**config.mk**
```make
export PLATFORM = sky130hd
export DESIGN_NAME = cpu_boot_loader
export DESIGN_NICKNAME = d
export VERILOG_FILES = /design/src/rtl/mips_pkg.sv /design/src/rtl/cpu_boot_loader_run_timer.sv /design/src/rtl/cpu_boot_loader.sv
export SDC_FILE = /design/constraint.sdc
export NUM_CORES = 1
export LEC_CHECK = 0
export ABC_AREA = 1
export CAP_MARGIN = 40
export CORE_MARGIN = 8
export CORE_UTILIZATION = 44
export CTS_CLUSTER_SIZE = 12
export DETAILED_ROUTE_END_ITERATION = 6
export GPL_TIMING_DRIVEN = 0
export PLACE_DENSITY = 0.76
export SETUP_SLACK_MARGIN = 0.02
export SLEW_MARGIN = 5
export SYNTH_ARGS = -nofsm -noshare
export SYNTH_HDL_FRONTEND = slang
export SYNTH_SLANG_ARGS = --single-unit
```
**constraint.sdc**
```tcl
create_clock -name clk_CPU -period 4 [get_ports clk_CPU]
set_clock_uncertainty 0.2 [all_clocks]
set_input_delay 1.2 -clock clk_CPU [delete_from_list [all_inputs] [get_ports clk_CPU]]
set_output_delay 1.2 -clock clk_CPU [all_outputs]
set_load 0.02 [all_outputs]
```
**src/rtl/mips_pkg.sv**
```systemverilog
// Shared types for the MIPS boot/run sequencer: FSM state encoding and word/register widths.
package mips_pkg;

    localparam int WORD_W = 32;
    localparam int RB_AW  = 5;

    typedef enum logic [2:0] {
        ST_IDLE,
        ST_LOAD_IM,
        ST_LOAD_RB,
        ST_CHK,
        ST_RUN,
        ST_DONE,
        ST_ERR
    } boot_state_e;

endpackage

```
**src/rtl/cpu_boot_loader_run_timer.sv**
```systemverilog
// Down-counter that bounds how long the core runs; expire_o flags the final cycle of a run window.
module run_timer #(
    parameter int CYCLES = 20,
    parameter int CW     = $clog2(CYCLES + 1)
) (
    input  logic clk_CPU,
    input  logic rst,
    input  logic load_i,
    input  logic en_i,
    output logic expire_o
);

    logic [CW-1:0] cnt_q;

    always_ff @(posedge clk_CPU) begin
        if (rst) begin
            cnt_q <= '0;
        end else if (load_i) begin
            cnt_q <= CW'(CYCLES);
        end else if (en_i && (cnt_q != '0)) begin
            cnt_q <= cnt_q - 1'b1;
        end
    end

    assign expire_o = (cnt_q == CW'(1));

endmodule

```
**src/rtl/cpu_boot_loader.sv**
```systemverilog
// Boot/run sequencer: streams words into instruction memory then register bank, then runs the core.
// Optional trailing checksum word is enabled by defining LOADER_CHECKSUM_EN.
module cpu_boot_loader
    import mips_pkg::*;
#(
    parameter int IM_DEPTH   = 64,
    parameter int RB_DEPTH   = 32,
    parameter int RUN_CYCLES = 20,
    parameter int IM_AW      = 6
) (
    input  logic              clk_CPU,
    input  logic              rst,
    input  logic              start,
    input  logic [WORD_W-1:0] load_data,
    input  logic              load_valid,
    output logic              load_ready,
    output logic              im_we,
    output logic [IM_AW-1:0]  im_addr,
    output logic [WORD_W-1:0] im_wdata,
    output logic              rb_we,
    output logic [RB_AW-1:0]  rb_addr,
    output logic [WORD_W-1:0] rb_wdata,
    input  logic              halt_req,
    output logic              cpu_rst,
    output logic              cpu_en,
    output logic              busy,
    output logic              done,
    output logic              err
);

    localparam int IDX_W = (IM_AW > RB_AW) ? IM_AW : RB_AW;

    boot_state_e       state_q;
    logic [IDX_W-1:0]  idx_q;
    logic              load_ready_q, im_we_q, rb_we_q;
    logic [IM_AW-1:0]  im_addr_q;
    logic [RB_AW-1:0]  rb_addr_q;
    logic [WORD_W-1:0] im_wdata_q, rb_wdata_q;
    logic              cpu_rst_q, cpu_en_q, busy_q, done_q;
    logic              hs, last_im, last_rb, enter_run, tmr_expire;

    assign hs      = load_ready_q & load_valid;
    assign last_im = (idx_q == IDX_W'(IM_DEPTH - 1));
    assign last_rb = (idx_q == IDX_W'(RB_DEPTH - 1));

`ifdef LOADER_CHECKSUM_EN
    logic [WORD_W-1:0] sum_q;
    logic [WORD_W-1:0] sum_d;
    logic              err_q;
    logic              chk_ok;
    assign sum_d     = sum_q + load_data;
    assign chk_ok    = (load_data == sum_q);
    assign enter_run = (state_q == ST_CHK) && hs && chk_ok;
    assign err       = err_q;
`else
    // A cleared load_ready in LOAD_RB is the drain cycle in which the last write lands.
    assign enter_run = (state_q == ST_LOAD_RB) && !load_ready_q;
    assign err       = 1'b0;
`endif

    run_timer #(.CYCLES(RUN_CYCLES)) u_run_timer (
        .clk_CPU  (clk_CPU),
        .rst      (rst),
        .load_i   (enter_run),
        .en_i     (state_q == ST_RUN),
        .expire_o (tmr_expire)
    );

    always_ff @(posedge clk_CPU) begin
        if (rst) begin
            state_q      <= ST_IDLE;
            idx_q        <= '0;
            load_ready_q <= 1'b0;
            im_we_q      <= 1'b0;
            rb_we_q      <= 1'b0;
            im_addr_q    <= '0;
            rb_addr_q    <= '0;
            im_wdata_q   <= '0;
            rb_wdata_q   <= '0;
            cpu_rst_q    <= 1'b1;
            cpu_en_q     <= 1'b0;
            busy_q       <= 1'b0;
            done_q       <= 1'b0;
`ifdef LOADER_CHECKSUM_EN
            sum_q        <= '0;
            err_q        <= 1'b0;
`endif
        end else begin
            im_we_q <= 1'b0;
            rb_we_q <= 1'b0;
            case (state_q)
                ST_IDLE, ST_DONE, ST_ERR: begin
                    if (start) begin
                        state_q      <= ST_LOAD_IM;
                        idx_q        <= '0;
                        load_ready_q <= 1'b1;
                        busy_q       <= 1'b1;
                        done_q       <= 1'b0;
                        cpu_rst_q    <= 1'b1;
`ifdef LOADER_CHECKSUM_EN
                        sum_q        <= '0;
                        err_q        <= 1'b0;
`endif
                    end
                end
                ST_LOAD_IM: begin
                    if (!load_ready_q) begin
                        state_q      <= ST_LOAD_RB;
                        idx_q        <= '0;
                        load_ready_q <= 1'b1;
                    end else if (load_valid) begin
                        im_we_q    <= 1'b1;
                        im_addr_q  <= idx_q[IM_AW-1:0];
                        im_wdata_q <= load_data;
                        idx_q      <= idx_q + 1'b1;
`ifdef LOADER_CHECKSUM_EN
                        sum_q      <= sum_d;
`endif
                        if (last_im) load_ready_q <= 1'b0;
                    end
                end
                ST_LOAD_RB: begin
                    if (!load_ready_q) begin
`ifdef LOADER_CHECKSUM_EN
                        state_q      <= ST_CHK;
                        load_ready_q <= 1'b1;
`else
                        state_q   <= ST_RUN;
                        cpu_rst_q <= 1'b0;
                        cpu_en_q  <= 1'b1;
`endif
                    end else if (load_valid) begin
                        rb_we_q    <= 1'b1;
                        rb_addr_q  <= idx_q[RB_AW-1:0];
                        rb_wdata_q <= load_data;
                        idx_q      <= idx_q + 1'b1;
`ifdef LOADER_CHECKSUM_EN
                        sum_q      <= sum_d;
`endif
                        if (last_rb) load_ready_q <= 1'b0;
                    end
                end
`ifdef LOADER_CHECKSUM_EN
                ST_CHK: begin
                    if (hs) begin
                        load_ready_q <= 1'b0;
                        if (chk_ok) begin
                            state_q   <= ST_RUN;
                            cpu_rst_q <= 1'b0;
                            cpu_en_q  <= 1'b1;
                        end else begin
                            state_q <= ST_ERR;
                            err_q   <= 1'b1;
                            busy_q  <= 1'b0;
                        end
                    end
                end
`endif
                ST_RUN: begin
                    if (halt_req || tmr_expire) begin
                        state_q   <= ST_DONE;
                        cpu_en_q  <= 1'b0;
                        cpu_rst_q <= 1'b1;
                        done_q    <= 1'b1;
                        busy_q    <= 1'b0;
                    end
                end
                default: state_q <= ST_IDLE;
            endcase
        end
    end

    assign load_ready = load_ready_q;
    assign im_we      = im_we_q;
    assign im_addr    = im_addr_q;
    assign im_wdata   = im_wdata_q;
    assign rb_we      = rb_we_q;
    assign rb_addr    = rb_addr_q;
    assign rb_wdata   = rb_wdata_q;
    assign cpu_rst    = cpu_rst_q;
    assign cpu_en     = cpu_en_q;
    assign busy       = busy_q;
    assign done       = done_q;

endmodule
```
==> metrics.txt <==
Mapped Avg Cell Area 7.32 sq um; Seq cells post-synth 96; post-CTS resize count 0; CTS tree built; crit-path max cell delay 0.66 ns; Die Y 109 um; R2R Setup Slk 2.27 ns; register area share after synthesis 50.2%; global route total overflow 0; reg2reg end im_wdata[20]; Setup TNS 0 ns; Final Setup Violations 0; RD Place Congestion 0.838; DP Wirelength 8410 um; Port-buffer cells 117; Residual DRC 0; wire per inst 14.6 um; worst path bufs/invs 1; core footprint 8590 sq um; Synth async-reset ratio 0%; Slew Viols, Final 0; fin util 62.1%; Reg clk slew, reported paths 0.09 ns; root buf cell clkbuf_8; Synth Area in XOR/XNOR 0.458%; top_reg_cell synth dfxtp_1; DIE AREA 11,900 sq um; io pins 120; drt initial violations 214; post-route clock period utilization 69.5%; critical path peak fanout 2; Lkg Pwr 2.29 nW; Layout Nets 691; WP data required 2.60 ns; worst reg2reg startpoint state_q[0]; Synth Area in Adders 0.981%; Crit-path slowest cell clkdlybuf4s50_1; Critical path origin im_wdata[3]; Power Density 513 nW/um^2; pin count of the biggest net entering global routing 17; Hold Fails Final Rpt 0; Die X 109 um; cell taking the most area after synthesis dfxtp_1; DRT Wirelength 11,100 um; total CTS buffers 9; compound-gate portion of the synthesized area 13.1%; DR vias 3,710; Hold Crit Depth 2; gr usage total 19.1%; M1 GR Usage 21.8%; crit path DAT 1.38 ns; CTS H-Tree Depth 3; post-synthesis cell type count 24; post-synthesis mux area share 0%; initial antenna violation count 0; post-synth top area share 50.2%; unrepaired setup endpoints after global routing false; Storage cell area 1920 sq um; fill count 788; CTS Buffer Depth 2; vias in the first global route 3,710; hold slack final 0.273 ns; outcome finished, final reports clean; # hold bufs at CTS 0; Worst VDD drop 0.273 mV; CP endpoint kind primary output; initial core utilization 44.5%; dpl ws 0.991 ns; Routed Antenna Nets 0; crit path capture im_wdata[3]; largest family of logic cells by synthesized area simple AND/OR/NAND/NOR gates; EDFF count, synth 0; post-synth net total 563; num rows 34; DR pass1 iterations 5; Layout area overhead 39.4%; Synth Instances 523; Warnings, synthesis 0; Vias/cell 4.86; Top Family by Delay on Critical Path buffers and inverters; total clock sinks 96; critical path, cell by cell clkdlybuf4s50_1; share of cells above drive strength 1 8.55%; critical path class flip-flop to primary output; # diodes 0; top cells by area, synth dfxtp_1, nor2_1, o21ai_1; simple logic cell fraction of the synthesized area 28.0%; PnR worst setup slack 1.22 ns; met2 Track Usage GR 30.0%; latest clock arrival within the worst-skew pair 0.36 ns; max cap viols 0; GRT met3 Usage 10.3%; crit path time final 2.78 ns; global-route wire length before repair 18,100 um; max frequency 0.360 GHz; layer with the highest usage met2; multi-input logic area 1630 sq um; stages on the worst setup path 1; Hold Crit Class flip-flop to flip-flop; Post-Syn Area 3830 sq um; post-CTS setup-driven buffer insertion count 0; CP Launch Type flip-flop; Worst R2R Path Depth 8
[per-layer routing]
metal	wire length, um	up-vias
li1	-	1922
met5	0	-
met1	4560	1656
met4	169	0
met3	1330	12
met2	5050	120
[flip-flops by register name (all words and copies together) (netlist names), 3 cells and up]
name and count:
idx_q 6, im_addr 6, im_wdata 32, rb_addr 5
rb_wdata 32, state_q 3, u_run_timer.cnt_q 5
[cells in the mapped netlist, types with 3 or more instances]
cell type and number:
o21ai_1 62, nand2_1 64, o21ai_0 19, buf_2 12
a21oi_1 18, buf_4 7, nand3_1 21, nor2_1 156
ha_1 3, nand4_1 6, nor2_2 3, inv_1 22
dfxtp_1 96, clkbuf_1 9, inv_2 12
[area by class of cell]
class | count | area share (%)
flip-flops and latches | 96 | 36.0
multi-input cells | 365 | 30.6
repair buffers | 117 | 22.0
plain buffers | 28 | 2.74
clock buffers | 10 | 2.58
well taps | 108 | 2.53
inverters | 34 | 2.39
clock inverters | 5 | 1.20
[cells in the final DEF, fill, tap and decap left out]
master	netlist	routed
nand2_2	2	2
a21oi_1	18	18
ha_1	3	3
xor2_1	1	1
xnor2_1	1	1
nand2_1	64	64
nor2_1	156	156
nor3_1	2	2
conb_1	1	1
inv_1	22	22
inv_6	0	2
buf_4	7	7
inv_8	0	1
o21a_1	1	1
nand3_2	2	2
clkdlybuf4s50_1	0	117
nand4_1	6	6
nor2_4	2	2
clkbuf_8	0	10
clkinv_2	0	1
dfxtp_1	96	96
o21ai_0	19	19
bufinv_16	0	1
o21ai_1	62	62
buf_2	12	12
nor2_2	3	3
clkbuf_1	9	9
nand3_1	21	21
nand3_4	1	1
inv_2	12	12
[stage by stage]
| step | power [mW] | instances | instance area [sq um] |
|---|---|---|---|
| floorplan | 1.75 | 523 | 3830 |
| global placement | 2.08 | 748 | 5130 |
| detailed placement | 2.10 | 748 | 5130 |
| CTS | 2.76 | 763 | 5340 |
| global route | 2.91 | 763 | 5340 |
| finish | 2.74 | 763 | 5340 |
[worst min path at each step]
stage	slack, ns	endpoint	startpoint
CTS	0.27	u_run_timer.cnt_q[4]	u_run_timer.cnt_q[4]
global route	0.29	cpu_en	cpu_en
finish	0.27	u_run_timer.cnt_q[4]	u_run_timer.cnt_q[4]
detailed placement	0.26	u_run_timer.cnt_q[1]	u_run_timer.cnt_q[1]
floorplan	0.24	u_run_timer.cnt_q[4]	u_run_timer.cnt_q[4]
global placement	0.25	cpu_rst	cpu_rst
[report_power, final]
group          internal, mW  switching [mW]
sequential             1.08          0.0801
clock                 0.311           0.349
combinational         0.372           0.550
[kinds of logic after synthesis]
logic type | count (synthesis)
AND/OR/NAND/NOR | 259
AO/OA/AOI/OAI | 100
flip-flops | 96
buffers and inverters | 62
adder cells (fa/ha/maj) | 3
XOR/XNOR | 2
other | 1
No activity file was read; power rests on OpenSTA's default activity.
